`src/rtl/mem_access_unit_pkg.sv`:
```
// Shared access-size codes and store lane helpers for the load/store bridge.
// Imported by the top level and the load extension datapath.
package mem_access_unit_pkg;

    localparam logic [1:0] SZ_B = 2'b00;
    localparam logic [1:0] SZ_H = 2'b01;
    localparam logic [1:0] SZ_W = 2'b10;

    function automatic logic is_misaligned(
        input logic [1:0] size,
        input logic [1:0] off
    );
        return ((size == SZ_H) && off[0]) ||
               ((size == SZ_W) && (off != 2'b00));
    endfunction

    function automatic logic [3:0] wstrb_of(
        input logic [1:0] size,
        input logic [1:0] off
    );
        logic [3:0] s;
        s = 4'b1111;
        if (size == SZ_B)
            s = 4'b0001 << off;
        else if (size == SZ_H)
            s = off[1] ? 4'b1100 : 4'b0011;
        return s;
    endfunction

    function automatic logic [31:0] wdata_of(
        input logic [1:0]  size,
        input logic [31:0] d
    );
        logic [31:0] w;
        w = d;
        if (size == SZ_B)
            w = {4{d[7:0]}};
        else if (size == SZ_H)
            w = {2{d[15:0]}};
        return w;
    endfunction

endpackage

```
`src/rtl/mem_access_unit_if.sv`:
```
// Data bus between the load/store bridge (master) and DRAM/peripherals (slave).
// bus_ack is a one-cycle strobe; bus_rdata is valid in the same cycle.
interface mem_access_unit_if;

    logic        bus_req;
    logic        bus_we;
    logic [31:0] bus_addr;
    logic [3:0]  bus_wstrb;
    logic [31:0] bus_wdata;
    logic        bus_ack;
    logic [31:0] bus_rdata;

    modport master (
        output bus_req, bus_we, bus_addr, bus_wstrb, bus_wdata,
        input  bus_ack, bus_rdata
    );

    modport slave (
        input  bus_req, bus_we, bus_addr, bus_wstrb, bus_wdata,
        output bus_ack, bus_rdata
    );

endinterface

```
`src/rtl/mem_access_unit_load_extend.sv`:
```
// Load alignment: word, byte offset, size, uns -> right-justified, extended rdo.
// Purely combinational.
module load_extend
    import mem_access_unit_pkg::*;
(
    input  logic [31:0] word,
    input  logic [1:0]  off,
    input  logic [1:0]  size,
    input  logic        uns,
    output logic [31:0] rdo
);

    logic [31:0] sh;

    assign sh = word >> {off, 3'b000};

    always_comb begin
        rdo = sh;
        case (size)
            SZ_B: rdo = uns ? {24'b0, sh[7:0]}
                            : {{24{sh[7]}}, sh[7:0]};
            SZ_H: rdo = uns ? {16'b0, sh[15:0]}
                            : {{16{sh[15]}}, sh[15:0]};
            default: rdo = sh;
        endcase
    end

endmodule

```
`src/rtl/mem_access_unit.sv`:
```
// Load/store bridge: stalls the core, runs one bus access with strobes,
// and returns aligned load data. Ports: core req_*, stall/rdo/done/
// misalign/bus_err status, and the bus interface (master modport).
module mem_access_unit
    import mem_access_unit_pkg::*;
#(
    parameter int TIMEOUT_CYCLES = 16,
    parameter int CNT_W          = 5
) (
    input  logic        clk,
    input  logic        rst_n,
    input  logic        req_valid,
    input  logic        req_we,
    input  logic [1:0]  req_size,
    input  logic        req_uns,
    input  logic [31:0] req_addr,
    input  logic [31:0] req_wdata,
    output logic        stall,
    output logic [31:0] rdo,
    output logic        done,
    output logic        misalign,
    output logic        bus_err,
    mem_access_unit_if.master bus
);

    typedef enum logic [1:0] {
        IDLE = 2'b00,
        BUS  = 2'b01,
        DONE = 2'b10
    } state_t;

    state_t      state;
    logic [CNT_W-1:0] wdog;
    logic        we_q;
    logic        uns_q;
    logic [1:0]  size_q;
    logic [1:0]  off_q;
    logic [31:0] ext;

    localparam logic [CNT_W-1:0] WD_LAST = CNT_W'(TIMEOUT_CYCLES - 1);

    load_extend u_ext (
        .word (bus.bus_rdata),
        .off  (off_q),
        .size (size_q),
        .uns  (uns_q),
        .rdo  (ext)
    );

    // Request cycle stalls combinationally so the PC freezes at once.
    assign stall = (state == IDLE) ? req_valid : (state == BUS);

    always_ff @(posedge clk or negedge rst_n) begin
        if (!rst_n) begin
            state         <= IDLE;
            wdog          <= '0;
            we_q          <= 1'b0;
            uns_q         <= 1'b0;
            size_q        <= 2'b00;
            off_q         <= 2'b00;
            rdo           <= '0;
            done          <= 1'b0;
            misalign      <= 1'b0;
            bus_err       <= 1'b0;
            bus.bus_req   <= 1'b0;
            bus.bus_we    <= 1'b0;
            bus.bus_addr  <= '0;
            bus.bus_wstrb <= '0;
            bus.bus_wdata <= '0;
        end else begin
            done     <= 1'b0;
            misalign <= 1'b0;
            bus_err  <= 1'b0;
            case (state)
                IDLE: begin
                    if (req_valid) begin
                        we_q          <= req_we;
                        uns_q         <= req_uns;
                        size_q        <= req_size;
                        off_q         <= req_addr[1:0];
                        rdo           <= '0;
                        bus.bus_we    <= req_we;
                        bus.bus_addr  <= {req_addr[31:2], 2'b00};
                        bus.bus_wstrb <= req_we ?
                            wstrb_of(req_size, req_addr[1:0]) : 4'b0000;
                        bus.bus_wdata <= wdata_of(req_size, req_wdata);
                        if (is_misaligned(req_size, req_addr[1:0])) begin
                            state    <= DONE;
                            done     <= 1'b1;
                            misalign <= 1'b1;
                        end else begin
                            state       <= BUS;
                            bus.bus_req <= 1'b1;
                            wdog        <= '0;
                        end
                    end
                end
                BUS: begin
                    // Ack is checked first so it wins over a same-cycle timeout.
                    if (bus.bus_ack) begin
                        state       <= DONE;
                        bus.bus_req <= 1'b0;
                        done        <= 1'b1;
                        rdo         <= we_q ? 32'h0 : ext;
                    end else if (wdog == WD_LAST) begin
                        state       <= DONE;
                        bus.bus_req <= 1'b0;
                        done        <= 1'b1;
                        bus_err     <= 1'b1;
                        rdo         <= '0;
                    end else begin
                        wdog <= wdog + 1'b1;
                    end
                end
                DONE: begin
                    state <= IDLE;
                    rdo   <= '0;
                end
                default: state <= IDLE;
            endcase
        end
    end

endmodule

```
`src/flat_wrapper.sv`:
```
// flat-port wrapper written by rule: the top's interface ports become plain ports
module mem_access_unit_flat import mem_access_unit_pkg::*;
#(
    parameter int TIMEOUT_CYCLES = 16,
    parameter int CNT_W          = 5
)
  (clk, rst_n, req_valid, req_we, req_size, req_uns, req_addr, req_wdata, stall, rdo, done, misalign, bus_err, bus_bus_req, bus_bus_we, bus_bus_addr, bus_bus_wstrb, bus_bus_wdata, bus_bus_ack, bus_bus_rdata);
  mem_access_unit_if bus_i ();
  input  logic clk;
  input  logic rst_n;
  input  logic req_valid;
  input  logic req_we;
  input  logic [1:0] req_size;
  input  logic req_uns;
  input  logic [31:0] req_addr;
  input  logic [31:0] req_wdata;
  output logic stall;
  output logic [31:0] rdo;
  output logic done;
  output logic misalign;
  output logic bus_err;
  output wire logic [$bits(bus_i.bus_req)-1:0] bus_bus_req;
  output wire logic [$bits(bus_i.bus_we)-1:0] bus_bus_we;
  output wire logic [$bits(bus_i.bus_addr)-1:0] bus_bus_addr;
  output wire logic [$bits(bus_i.bus_wstrb)-1:0] bus_bus_wstrb;
  output wire logic [$bits(bus_i.bus_wdata)-1:0] bus_bus_wdata;
  input wire logic [$bits(bus_i.bus_ack)-1:0] bus_bus_ack;
  input wire logic [$bits(bus_i.bus_rdata)-1:0] bus_bus_rdata;
  assign bus_bus_req = bus_i.bus_req;
  assign bus_bus_we = bus_i.bus_we;
  assign bus_bus_addr = bus_i.bus_addr;
  assign bus_bus_wstrb = bus_i.bus_wstrb;
  assign bus_bus_wdata = bus_i.bus_wdata;
  assign bus_i.bus_ack = bus_bus_ack;
  assign bus_i.bus_rdata = bus_bus_rdata;
  mem_access_unit #(.TIMEOUT_CYCLES(TIMEOUT_CYCLES), .CNT_W(CNT_W)) u_core (.clk(clk), .rst_n(rst_n), .req_valid(req_valid), .req_we(req_we), .req_size(req_size), .req_uns(req_uns), .req_addr(req_addr), .req_wdata(req_wdata), .stall(stall), .rdo(rdo), .done(done), .misalign(misalign), .bus_err(bus_err), .bus(bus_i));
endmodule
```
`config.mk`:
```
export PLATFORM = sky130hd
export DESIGN_NAME = mem_access_unit_flat
export DESIGN_NICKNAME = d
export VERILOG_FILES = /design/src/rtl/mem_access_unit_pkg.sv /design/src/rtl/mem_access_unit_if.sv /design/src/rtl/mem_access_unit_load_extend.sv /design/src/rtl/mem_access_unit.sv /design/src/flat_wrapper.sv
export SDC_FILE = /design/constraint.sdc
export NUM_CORES = 1
export LEC_CHECK = 0
export CAP_MARGIN = 10
export CELL_PAD_IN_SITES_DETAIL_PLACEMENT = 2
export CELL_PAD_IN_SITES_GLOBAL_PLACEMENT = 2
export CORE_MARGIN = 4
export CORE_UTILIZATION = 27
export DETAILED_ROUTE_END_ITERATION = 12
export MAX_ROUTING_LAYER = met4
export PLACE_DENSITY = 0.86
export SLEW_MARGIN = 30
export SYNTH_ARGS = -nofsm -noshare
export SYNTH_HDL_FRONTEND = slang
export SYNTH_SLANG_ARGS = --single-unit
```
`constraint.sdc`:
```
create_clock -name clk -period 3.2 [get_ports clk]
set_input_delay 0.64 -clock clk [delete_from_list [all_inputs] [get_ports clk]]
set_output_delay 0.64 -clock clk [all_outputs]
set_load 0.005 [all_outputs]
```
; Word level (Yosys, flattened, before mapping)
; Cells that the tools add are included.
[totals]
regBits = 115
inputBits = 104
wordCells = 80
[op_classes]
addsub = 1
eq_ne = 11
shift = 2
muxes = 38
reduce_logical = 14
[op_table]
columns = cell, n
row1 = two-way mux 32 bit, 8
row2 = case mux 32 bit (3 select lines), 1
row3 = case mux 32 bit (2 select lines), 1
row4 = right shift 32 x 5 -> 32 bit, 1
row5 = two-way mux 5 bit, 4
row6 = two-way mux 4 bit, 4
row7 = two-way mux 1 bit, 12
row8 = case mux 5 bit (2 select lines), 1
row9 = two-way mux 2 bit, 4
row10 = "!= test 2 bit, second input constant", 4
row11 = "== test 2 x 1 -> 1 bit, second input constant", 3
row12 = logical NOT 2 bit, 3
row13 = "adder 5 x 1 -> 5 bit, second input constant", 1
row14 = "== test 5 x 4 -> 1 bit, second input constant", 1
row15 = AND reduction 5 bit, 1
row16 = "== test 2 bit, second input constant", 2
row17 = case mux 1 bit (2 select lines), 2
row18 = case mux 2 bit (2 select lines), 1
row19 = AND reduction 2 bit, 2
row20 = AND reduction 4 bit, 1
row21 = nonzero test 2 bit, 2
row22 = "left shift 1 x 2 -> 4 bit, first input constant", 1
row23 = "!= test 3 bit, second input constant", 1
row24 = AND reduction 3 bit, 1
row25 = 3 further kinds, 4

; Longest topological paths before layout
[depth]
ltp_word = 6
ltp_mapped = 8

; Hierarchy
; From an unflattened synthesis, not the netlist that was laid out.
[unflattened]
hier_cells = 557
area_unflattened_um2 = 5502.8
[by_module_without_submodules]
columns = module, instances, cells_per_inst, area_each_um2, seq_area_each_um2
row1 = mem_access_unit, 1, 454, 4734.5, 2877.8
row2 = load_extend, 1, 103, 768.2, 0.0

; Least setup slack after synthesis
; No wires, ideal clock.
[synth_timing]
kind = reg2reg
startpoint = reg u_core.wdog[0]
endpoint = reg u_core.rdo[17]
setup_time_ns = 0.066
arrival_ns = 1.982
required_ns = 3.134
slack_ns = 1.152
stages_incl_launch_ff = 8
path_buffers = 1
period_less_slack_ns = 2.048
cell_sequence = dfrtp_1 -> ha_1 -> and3_1 -> ha_1 -> nor4b_4 -> o22a_1 -> buf_2 -> a221o_1
[synth_between]
elab_chain_cells = 3
[synth_lines]
columns = item, line
row1 = start: declaration, mem_access_unit.sv:33  ; logic [CNT_W-1:0] wdog;
row2 = start signal: assignment, mem_access_unit.sv:112  ; wdog <= wdog + 1'b1;
row3 = == test 5 x 4 -> 1 bit, mem_access_unit.sv:105  ; end else if (wdog == WD_LAST) begin
row4 = != test 3 bit (no source line), n/a
row5 = AND reduction 3 bit (no source line), n/a
row6 = end signal: assignment, mem_access_unit.sv:104  ; rdo <= we_q ? 32'h0 : ext;
row7 = end: declaration, mem_access_unit.sv:19  ; output logic [31:0] rdo,
; Every way passes these cells.
; A chain may end at the register's enable or synchronous reset.

; Final worst setup path
[layout_timing]
startpoint = reg u_core.wdog[0]
endpoint = reg u_core.rdo[10]
; The elaborated chain is that of the path after synthesis.

==> run_results.csv <==
group,metric,value,unit
critical_path,crit_chain,"ha_1 > and3_1 > ha_1 > nor4b_4 > o22a_1 > buf_4 > nand2_1 > o21ai_0",
floorplanning,ios,210,
placement,hpwl,15400,um
finish,fillers,2074,
yosys,ys_types,45,
sta,whs,212,ps
detailed_routing,vias,4928,
clock_tree,clkLatencyLatePin,410,ps
global_routing,grt_max_degree,79,
yosys,synth_area_per_cell,9.69,um2
sta,max_slew_margin,0.566,
clock_tree,ctsHoldBuffers,0,
yosys,synth_flop_cell,"dfrtp_1",
yosys,yosysSeqAreaShare,0.537,
placement,dp.cells,996,
critical_path,r2r_cells,8,
power_and_ir_drop,p_per_area,871,nW/um2
detailed_routing,drt_iter0_drc,101,
floorplanning,start_util,0.275,
power_and_ir_drop,vdd_ir_drop_max,0.432,mV
finish,area_growth,53.0,%
global_routing,grt.total_usage,0.193,
yosys,async_flop_share,1.00,
placement,portBuffers,207,
global_routing,grt_overflow_total,0,
clock_tree,h-tree-depth,4,
run,maxCapViolCount,0,
clock_tree,cts_buffers,17,
finish,multi_input_area,2260,um2
finish,regArea,2880,um2
finish,drive_above_1_share,0.0814,
clock_tree,clock_sinks,115,
clock_tree,post_cts_buffers,0,
global_routing,antenna_found_initial,1,
floorplanning,num_rows,51,
detailed_routing,drc,0,
finish,final_common_cell,"clkdlybuf4s50_1",
clock_tree,clock_path_buffers,2,
floorplanning,core_area,19500,um2
floorplanning,fp.dieArea,22200,um2
sta,tightest_slew,650,ps
critical_path,required,3520,ps
sta,slew_viol_final,0,
finish,most-common-layout-cells,"clkdlybuf4s50_1, nand2_1, dfrtp_1",
finish,fin_cells,1028,
floorplanning,dieHeight,149,um
critical_path,cp_max_fo,32,
critical_path,r2r_end,"u_core.rdo[10]",
critical_path,arrival,2830,ps
detailed_routing,avgRoutedWirePerCell,20.2,um
yosys,ys_seq_elements,115,
critical_path,ff2ff_setup_slack,690,ps
sta,fin_crit_sh,0.786,
yosys,synth-edff-count,0,
critical_path,critPathMaxStageDelay,540,ps
finish,layout.nets,856,
sta,fmax,398,MHz
clock_tree,root_buffer,"clkbuf_16",
sta,fin_tns_setup,0,ps
floorplanning,dieWidth,149,um
critical_path,cpMaxStageDelayCell,"nor4b_4",
clock_tree,cts_resized,0,
critical_path,crit_type,"reg2reg",
power_and_ir_drop,p_leak,0.00366,uW
clock_tree,clkTransAtPathRegs,60,ps
clock_tree,tritoncts,"yes",
critical_path,r2r_start,"u_core.wdog[0]",
sta,rsz0062_at_grt,"false",
yosys,yosysWarnings,0,
status,status,"completed",
detailed_routing,viasPerCell,4.79,
critical_path,start_kind,"flip-flop",
global_routing,grt_pass1_vias,5721,
detailed_routing,ant_nets,0,
placement,gp_congestion,0.813,
critical_path,crit_path_end_kind,"flip-flop",
global_routing,grt_pass1_wl,32500,um
yosys,syn-cell-area,5360,um2
yosys,synthCells,553,
detailed_routing,dr.pass1.iters,4,
min_path,min_path_type,"in2async",
sta,fin_skew,7.22,ps
detailed_routing,totalWireLength,20700,um
sta,setup_viol,0,
sta,min_period,2510,ps
critical_path,cpMostUsedCell,"ha_1",
sta,hold_viol_final,0,
-- flip-flops by register name, indices dropped and copies added (netlist names) --
name,count
u_core.bus.bus_wstrb,4
u_core.state,2
u_core.bus_err,1
u_core.bus.bus_req,1
u_core.misalign,1
u_core.bus.bus_addr,30
u_core.wdog,5
u_core.we_q,1
u_core.done,1
u_core.uns_q,1
u_core.rdo,32
u_core.off_q,2
u_core.bus.bus_wdata,32
u_core.size_q,2
-- worst max-delay path: cells and delay by family (launching register included) --
| kind | cells | cell delay (ps) |
|---|---|---|
| AND/OR/NAND/NOR | 3 | 840 |
| AO/OA/AOI/OAI | 2 | 320 |
| adder cells (fa/ha/maj) | 2 | 490 |
| flip-flops | 1 | 410 |
| buffers and inverters | 1 | 330 |
-- kinds of logic after synthesis --
kind of cell,Yosys count,synth area share
xor gates and xnor gates,2,0.00327
muxes,51,0.102
and+or+nand+nor,226,0.184
buffers and inverters,47,0.0420
DFF,115,0.537
adders and majority gates,2,0.00467
AOI/OAI and AO/OA,109,0.127
other,1,0.000700
-- per-stage QoR --
step | setup WS, ps | total power, uW | instance area, um2 | utilization
final | 685 | 7150 | 8200 | 0.421
after global routing | 553 | 7650 | 8200 | 0.421
after CTS | 674 | 7270 | 8200 | 0.421
after detailed placement | 438 | 5420 | 7650 | 0.393
after global placement | 600 | 5230 | 7650 | 0.393
after floorplan | 1150 | 3670 | 5360 | -
-- Yosys cell counts (4+ instances only) --
library cell | n | area [um2]
buf_6 | 4 | 45.0
a221o_1 | 16 | 160
dfrtp_1 | 115 | 2880
inv_1 | 7 | 26.3
clkbuf_1 | 24 | 90.1
mux2_2 | 9 | 101
mux2i_1 | 40 | 400
o21ai_0 | 55 | 275
buf_2 | 9 | 45.0
nor2_1 | 23 | 86.3
nand2_1 | 173 | 649
a21oi_1 | 27 | 135
nand3b_1 | 9 | 67.6
-- worst max-delay path by stage --
| stage | from | slack [ps] | to |
|---|---|---|---|
| global route | u_core.wdog[0] | 550 | u_core.rdo[8] |
| CTS | u_core.wdog[0] | 670 | u_core.rdo[10] |
| detailed placement | req_valid | 440 | u_core.bus.bus_wdata[27] |
| floorplan | u_core.wdog[0] | 1150 | u_core.rdo[17] |
| global placement | req_valid | 600 | u_core.bus.bus_wdata[28] |
| finish | u_core.wdog[0] | 690 | u_core.rdo[10] |
-- report_power, final --
part | leakage, uW | internal [uW] | switching (uW)
clock network | 0.000261 | 1090 | 681
registers | 0.00148 | 2030 | 405
logic | 0.00192 | 1530 | 1410
-- cell type report --
class | instances | area share
diodes | 1 | 0.000305
clock buffers | 21 | 0.0561
clock inverters | 10 | 0.0104
inverters | 7 | 0.00320
multi-input cells | 392 | 0.276
flip-flops and latches | 115 | 0.351
well taps | 265 | 0.0404
repair buffers | 217 | 0.263
-- layer usage --
layer,global-route usage,share of wire,wire length (um),vias up
met5,-,0,0,-
met4,0.0458,0.0096,199,0
met3,0.0681,0.079,1650,13
met2,0.330,0.50,10400,170
met1,0.217,0.41,8470,2479
li1,-,-,-,2266
Power figures use the tool's default switching activity.
